File: src/rtl/remote_cmd_master_if.sv
// Host and UART-side signal bundle for the remote command initiator.
// The master modport is the initiator's view; slave is the host/UART side.
interface remote_cmd_master_if;
   // host request / response
   logic        snd_cmd;
   logic [7:0]  cmd;
   logic [15:0] data;
   logic        clr_resp_rdy;
   logic        busy;
   logic        cmd_sent;
   logic [7:0]  resp;
   logic        resp_rdy;
   logic        resp_ok;
   logic        tmo;
   // byte-level UART transmitter / receiver
   logic [7:0]  tx_data;
   logic        trmt;
   logic        tx_done;
   logic        rx_rdy;
   logic [7:0]  rx_data;
   logic        clr_rx_rdy;

   modport master (
      input  snd_cmd, cmd, data, clr_resp_rdy, tx_done, rx_rdy, rx_data,
      output busy, cmd_sent, resp, resp_rdy, resp_ok, tmo, tx_data, trmt, clr_rx_rdy
   );

   modport slave (
      output snd_cmd, cmd, data, clr_resp_rdy, tx_done, rx_rdy, rx_data,
      input  busy, cmd_sent, resp, resp_rdy, resp_ok, tmo, tx_data, trmt, clr_rx_rdy
   );
endinterface

File: src/rtl/remote_cmd_master.sv
// Remote-side command initiator: frames cmd/data into three UART bytes,
// paces them through the transmitter, then waits for a one-byte response
// with a timeout. Stale receive bytes outside the response window are flushed.
module remote_cmd_master #(
   parameter int unsigned RESP_TMO = 5_000_000,
   parameter logic [7:0]  ACK      = 8'hA5
) (
   input logic                  clk,
   input logic                  rst_n,
   remote_cmd_master_if.master  bus
);

   typedef enum logic [1:0] {IDLE, XMIT, WAIT_TX, WAIT_RESP} state_t;

   localparam logic [23:0] TMO_LAST = 24'(RESP_TMO - 1);

   state_t      state;
   state_t      state_next;

   logic [7:0]  cmd_reg;
   logic [15:0] data_reg;
   logic [1:0]  sel_reg;
   logic [23:0] tmo_cnt_reg;
   logic        cmd_sent_reg;
   logic        tmo_reg;
   logic [7:0]  resp_reg;
   logic        resp_rdy_reg;
   logic        resp_ok_reg;
   logic        clr_rx_reg;

   logic        accept;
   logic        byte_done;
   logic        last_byte;
   logic        got_resp;
   logic        expire;
   logic        rx_avail;

   // The receiver drops rx_rdy one cycle after our acknowledge, so ignore the
   // level during the acknowledge cycle to avoid consuming one byte twice.
   assign rx_avail = bus.rx_rdy & ~clr_rx_reg;

   // State register
   always_ff @(posedge clk or negedge rst_n) begin
      if (!rst_n) state <= IDLE;
      else        state <= state_next;
   end

   // Next-state logic and event decode for the datapath
   always_comb begin
      state_next = state;
      accept     = 1'b0;
      byte_done  = 1'b0;
      last_byte  = 1'b0;
      got_resp   = 1'b0;
      expire     = 1'b0;
      case (state)
         IDLE: begin
            if (bus.snd_cmd) begin
               accept     = 1'b1;
               state_next = XMIT;
            end
         end
         XMIT: state_next = WAIT_TX;
         WAIT_TX: begin
            if (bus.tx_done) begin
               byte_done = 1'b1;
               if (sel_reg == 2'd2) begin
                  last_byte  = 1'b1;
                  state_next = WAIT_RESP;
               end else begin
                  state_next = XMIT;
               end
            end
         end
         WAIT_RESP: begin
            // A response on the terminal count wins over the timeout.
            if (rx_avail) begin
               got_resp   = 1'b1;
               state_next = IDLE;
            end else if (tmo_cnt_reg == TMO_LAST) begin
               expire     = 1'b1;
               state_next = IDLE;
            end
         end
         default: state_next = IDLE;
      endcase
   end

   // Capture, byte index, timeout counter and response/status registers
   always_ff @(posedge clk or negedge rst_n) begin
      if (!rst_n) begin
         cmd_reg      <= 8'h00;
         data_reg     <= 16'h0000;
         sel_reg      <= 2'd0;
         tmo_cnt_reg  <= 24'd0;
         cmd_sent_reg <= 1'b0;
         tmo_reg      <= 1'b0;
         resp_reg     <= 8'h00;
         resp_rdy_reg <= 1'b0;
         resp_ok_reg  <= 1'b0;
         clr_rx_reg   <= 1'b0;
      end else begin
         // Every received byte is acknowledged; only WAIT_RESP keeps it.
         clr_rx_reg <= rx_avail;

         if (accept) begin
            cmd_reg      <= bus.cmd;
            data_reg     <= bus.data;
            sel_reg      <= 2'd0;
            cmd_sent_reg <= 1'b0;
            tmo_reg      <= 1'b0;
         end

         if (byte_done && !last_byte) sel_reg <= sel_reg + 2'd1;

         if (last_byte) begin
            cmd_sent_reg <= 1'b1;
            tmo_cnt_reg  <= 24'd0;
         end else if (state == WAIT_RESP) begin
            tmo_cnt_reg  <= tmo_cnt_reg + 24'd1;
         end

         if (got_resp) begin
            resp_reg    <= bus.rx_data;
            resp_ok_reg <= (bus.rx_data == ACK);
         end

         if (expire) tmo_reg <= 1'b1;

         // Setting beats a host clear; a new request always clears.
         if (got_resp)                        resp_rdy_reg <= 1'b1;
         else if (accept || bus.clr_resp_rdy) resp_rdy_reg <= 1'b0;
      end
   end

   // Outputs: tx_data comes from captured registers so host changes are inert
   always_comb begin
      bus.busy       = (state != IDLE);
      bus.trmt       = (state == XMIT);
      case (sel_reg)
         2'd0:    bus.tx_data = cmd_reg;
         2'd1:    bus.tx_data = data_reg[15:8];
         default: bus.tx_data = data_reg[7:0];
      endcase
      bus.cmd_sent   = cmd_sent_reg;
      bus.tmo        = tmo_reg;
      bus.resp       = resp_reg;
      bus.resp_rdy   = resp_rdy_reg;
      bus.resp_ok    = resp_ok_reg;
      bus.clr_rx_rdy = clr_rx_reg;
   end

endmodule

File: src/flat_wrapper.sv
// flat-port wrapper written by rule: the top's interface ports become plain ports
module remote_cmd_master_flat 
#(
   parameter int unsigned RESP_TMO = 5_000_000,
   parameter logic [7:0]  ACK      = 8'hA5
)
  (clk, rst_n, bus_snd_cmd, bus_cmd, bus_data, bus_clr_resp_rdy, bus_tx_done, bus_rx_rdy, bus_rx_data, bus_busy, bus_cmd_sent, bus_resp, bus_resp_rdy, bus_resp_ok, bus_tmo, bus_tx_data, bus_trmt, bus_clr_rx_rdy);
  remote_cmd_master_if bus_i ();
  input logic clk;
  input logic rst_n;
  input wire logic [$bits(bus_i.snd_cmd)-1:0] bus_snd_cmd;
  input wire logic [$bits(bus_i.cmd)-1:0] bus_cmd;
  input wire logic [$bits(bus_i.data)-1:0] bus_data;
  input wire logic [$bits(bus_i.clr_resp_rdy)-1:0] bus_clr_resp_rdy;
  input wire logic [$bits(bus_i.tx_done)-1:0] bus_tx_done;
  input wire logic [$bits(bus_i.rx_rdy)-1:0] bus_rx_rdy;
  input wire logic [$bits(bus_i.rx_data)-1:0] bus_rx_data;
  output wire logic [$bits(bus_i.busy)-1:0] bus_busy;
  output wire logic [$bits(bus_i.cmd_sent)-1:0] bus_cmd_sent;
  output wire logic [$bits(bus_i.resp)-1:0] bus_resp;
  output wire logic [$bits(bus_i.resp_rdy)-1:0] bus_resp_rdy;
  output wire logic [$bits(bus_i.resp_ok)-1:0] bus_resp_ok;
  output wire logic [$bits(bus_i.tmo)-1:0] bus_tmo;
  output wire logic [$bits(bus_i.tx_data)-1:0] bus_tx_data;
  output wire logic [$bits(bus_i.trmt)-1:0] bus_trmt;
  output wire logic [$bits(bus_i.clr_rx_rdy)-1:0] bus_clr_rx_rdy;
  assign bus_i.snd_cmd = bus_snd_cmd;
  assign bus_i.cmd = bus_cmd;
  assign bus_i.data = bus_data;
  assign bus_i.clr_resp_rdy = bus_clr_resp_rdy;
  assign bus_i.tx_done = bus_tx_done;
  assign bus_i.rx_rdy = bus_rx_rdy;
  assign bus_i.rx_data = bus_rx_data;
  assign bus_busy = bus_i.busy;
  assign bus_cmd_sent = bus_i.cmd_sent;
  assign bus_resp = bus_i.resp;
  assign bus_resp_rdy = bus_i.resp_rdy;
  assign bus_resp_ok = bus_i.resp_ok;
  assign bus_tmo = bus_i.tmo;
  assign bus_tx_data = bus_i.tx_data;
  assign bus_trmt = bus_i.trmt;
  assign bus_clr_rx_rdy = bus_i.clr_rx_rdy;
  remote_cmd_master #(.RESP_TMO(RESP_TMO), .ACK(ACK)) u_core (.clk(clk), .rst_n(rst_n), .bus(bus_i));
endmodule
File: config.mk
export PLATFORM = sky130hd
export DESIGN_NAME = remote_cmd_master_flat
export DESIGN_NICKNAME = d
export VERILOG_FILES = /design/src/rtl/remote_cmd_master_if.sv /design/src/rtl/remote_cmd_master.sv /design/src/flat_wrapper.sv
export SDC_FILE = /design/constraint.sdc
export NUM_CORES = 1
export LEC_CHECK = 0
export BUFFER_PORTS_ARGS = -buffer_cell sky130_fd_sc_hd__buf_2
export CORE_ASPECT_RATIO = 1.2
export CORE_MARGIN = 2
export CORE_UTILIZATION = 30
export DETAILED_ROUTE_END_ITERATION = 16
export SLEW_MARGIN = 25
export SYNTH_ARGS = -nofsm -noshare
export SYNTH_HDL_FRONTEND = slang
export SYNTH_SLANG_ARGS = --single-unit
export TNS_END_PERCENT = 100
File: constraint.sdc
create_clock -name clk -period 2.6 [get_ports clk]
set_clock_uncertainty 0.15 [all_clocks]
set_input_delay 0.13 -clock clk [delete_from_list [all_inputs] [get_ports clk]]
set_output_delay 0.13 -clock clk [all_outputs]
set_load 0.01 [all_outputs]
==> impl_results.md <==
* Status: finished clean
* Max reg flops at 24
* Max Cap Viol at 0
* CTS Sinks at between 60 and 70
* CTS tree: done
* Mean Syn Cell Area at about 9.3 um2
* Critical path arrival at 1970 ps
* H-tree Lvls at 3
* Depth of the worst register-to-register path at 5
* Slew @ Worst Pin at 693.6 ps
* HP Start: bus_tx_done
* Hold WC Path Type: in2reg
* ANT cells at 0
* Port buffer count at 60
* Vias in the first global route at between 2,000 and 3,000
* Core Rows at 40
* Drt pass-1 iters at 4
* TritonCTS buffer count at 9
* Fin crit share at roughly 86%
* Fill count at approximately 990
* Yosys top cell by area: dfrtp_1
* Synth Net Count at ~380
* Root cell of the clock tree: clkbuf_16
* Clock Path Buffers at 2
* Net switching power figure at 1.624 mW
* Register share of total power at 40.7%
* Synth warn at 0
* Final worst slack at roughly 350 ps
* Reg2reg setup slack at about 570 ps
* WL final at between 7000 and 8000 um
* FFs w/ async S/R, synth at 100.0%
* Int Pwr at around 3 mW
* Largest net degree at the start of global routing at 38
* Per-cell routed wire length at 13.18 um
* Slew margin rel. at a little over half
* GRT Util Overall at between 10% and 20%
* Sum Neg Setup Slack at 0 ps
* Die Area at about 11,000 um2
* Setup violations, final at 0
* Number of flops mapped to enable cells by yosys at 0
* Startpoint types: flop
* Pre-CTS WS at 571.0 ps
* RR Endpoint: u_core.tmo_cnt_reg[22]$_DFFE_PN0P_
* CP Capture Type: primary output
* Kind of critical path: reg2out
* RSZ-0062 raised after global routing: no
* Post-Synthesis Cells at about 330
* Netlist cell types at 39
* Initial antenna violation count at 0
* DRC at 0
* Post-CTS setup buffer count at 0
* Synth area leaders: dfrtp_1, nand2_1, mux2_2
* Avg Vias per Cell at between 4 and 5
* CP Max Fanout at 9
* Synthesis-stage register bit count at between 60 and 70
* Final GP Congestion at 0.8316
* DP HPWL at 4951 um
* Max VDD drop at approximately 0.00038 V
* WP data required at about 2300 ps
* Fmax at 444.7 MHz
* Die height at 115.2 um
* Clk pwr share at 28.4%
* Grt ovf at 0
* Utilization after layout at 41.93%
* Synth-to-layout area growth at 35.79%
* WHS at approximately 33 ps
* Core Region at ~10,000 um2
* Antenna Nets Post-Route at 0
* Sequential area share after synthesis at ~53%
* Layout Nets at around 470
* Hold Path Sink: u_core.state[1]$_DFFE_PN0P_
* Top_reg_cell synth: dfrtp_1
* Starting density of the core at between 30% and 40%
* First-pass GRT wire length at about 13,000 um
* P_leak at 2.002 nW
* Hold Crit Depth at 4
* Combinational Power Share at between 30% and 40%
* Post-synthesis cell area at between 3000 and 4000 um2
* Switching Fraction at between 30% and 40%
* R2r startpoint: u_core.tmo_cnt_reg[0]$_DFFE_PN0P_
* Final hold violations at 0
* Power Density at 1102 nW/um2
* Most frequent cell after synthesis: nand2_1
* Clk slew on worst S/H paths at 50 ps
* Tmin final at 2249 ps
* Worst skew pair latency at approximately 320 ps
* Die X-Extent at ~97 um
* Share of layout cells above drive strength 1 at a little over a fifth
* # IOs at slightly above 60
* Synth top area share at 52.63%
* Vias at roughly 2,600
* Max Slew Vio Count at 0
* Synth top cells by count: nand2_1, dfrtp_1, nor2_1
* Starting DRT DRC Count at between 100 and 150
-- stage by stage --
step                      total power, mW  cells  instance area (um2)
after global routing                4.991    558                 4197
final                               4.624    558                 4197
after CTS                           4.674    558                 4197
after global placement              3.247    507                 3516
after floorplan                     2.750    333                 3090
after detailed placement            3.291    507                 3516
-- cell type report --
cell class,count,area [um2],share of cell area [%]
clock inverters,5,77.57,1.849
flip-flops and latches,65,1627,38.76
repair buffers,99,693.2,16.52
inverters,4,15.01,0.3578
clock buffers,11,252.7,6.023
multi-input cells,248,1374,32.74
well taps,126,157.7,3.757
-- cells by family (layout without fill, tap and decap cells) --
family / Yosys count / after routing / synth area share, %
AND/OR/NAND/NOR: 184 / 184 / 28.02
flip-flops: 65 / 65 / 52.63
AO/OA/AOI/OAI: 40 / 40 / 8.381
buffers and inverters: 20 / 119 / 2.915
multiplexers: 11 / 11 / 3.887
XOR/XNOR: 9 / 9 / 2.550
adder cells (fa/ha/maj): 4 / 4 / 1.619
-- power groups by stage --
stage	combinational, mW	sequential (mW)	clock (mW)
after detailed placement	1.41	1.88	0
final	1.43	1.88	1.31
after global placement	1.38	1.87	0
after global routing	1.64	1.96	1.40
after CTS	1.45	1.88	1.34
after floorplan	0.949	1.80	0
-- metal layers --
| metal | share of wire [%] | track usage, % |
|---|---|---|
| met5 | 0 | 0 |
| met4 | 2.0 | 5.540 |
| met3 | 3.1 | 3.343 |
| met2 | 50 | 24.07 |
| met1 | 45 | 17.36 |
-- cells in the final DEF, fill, tap and decap left out, types with 6 or more instances in the layout --
cell type and instances:
a21oi_1 13, a22oi_1 8, and4_1 6, buf_2 60, clkbuf_16 9, dfrtp_1 65, dlygate4sd3_1 35, mux2_2 8
nand2_1 113, nand3_1 9, nor2_1 17, o31ai_1 10, or4_1 10
-- critical path, stage by stage, from the launching register on --
cell and delay, ps:
dfrtp_1 380, inv_1 80, ha_1 340, nor2_1 500
nand2_1 110, nand2_1 100, buf_2 130
-- worst max path at each step --
stage	start	to	cells past startpoint
CTS	u_core.sel_reg[0]$_DFFE_PN0P_	bus_tx_data[2]	6
detailed placement	u_core.tmo_cnt_reg[0]$_DFFE_PN0P_	u_core.tmo_cnt_reg[20]$_DFFE_PN0P_	5
global route	u_core.sel_reg[0]$_DFFE_PN0P_	bus_tx_data[1]	6
floorplan	u_core.tmo_cnt_reg[0]$_DFFE_PN0P_	u_core.tmo_cnt_reg[22]$_DFFE_PN0P_	5
global placement	u_core.sel_reg[0]$_DFFE_PN0P_	bus_tx_data[2]	6
finish	u_core.sel_reg[0]$_DFFE_PN0P_	bus_tx_data[2]	6
-- what timing repair did --
item	in CTS	in global routing
hold endpoints to repair	63	0
hold buffers	35	0
resized for setup	0	0
endpoints found under the setup margin	0	0
Note: power is estimated with default switching activity, not from simulation.
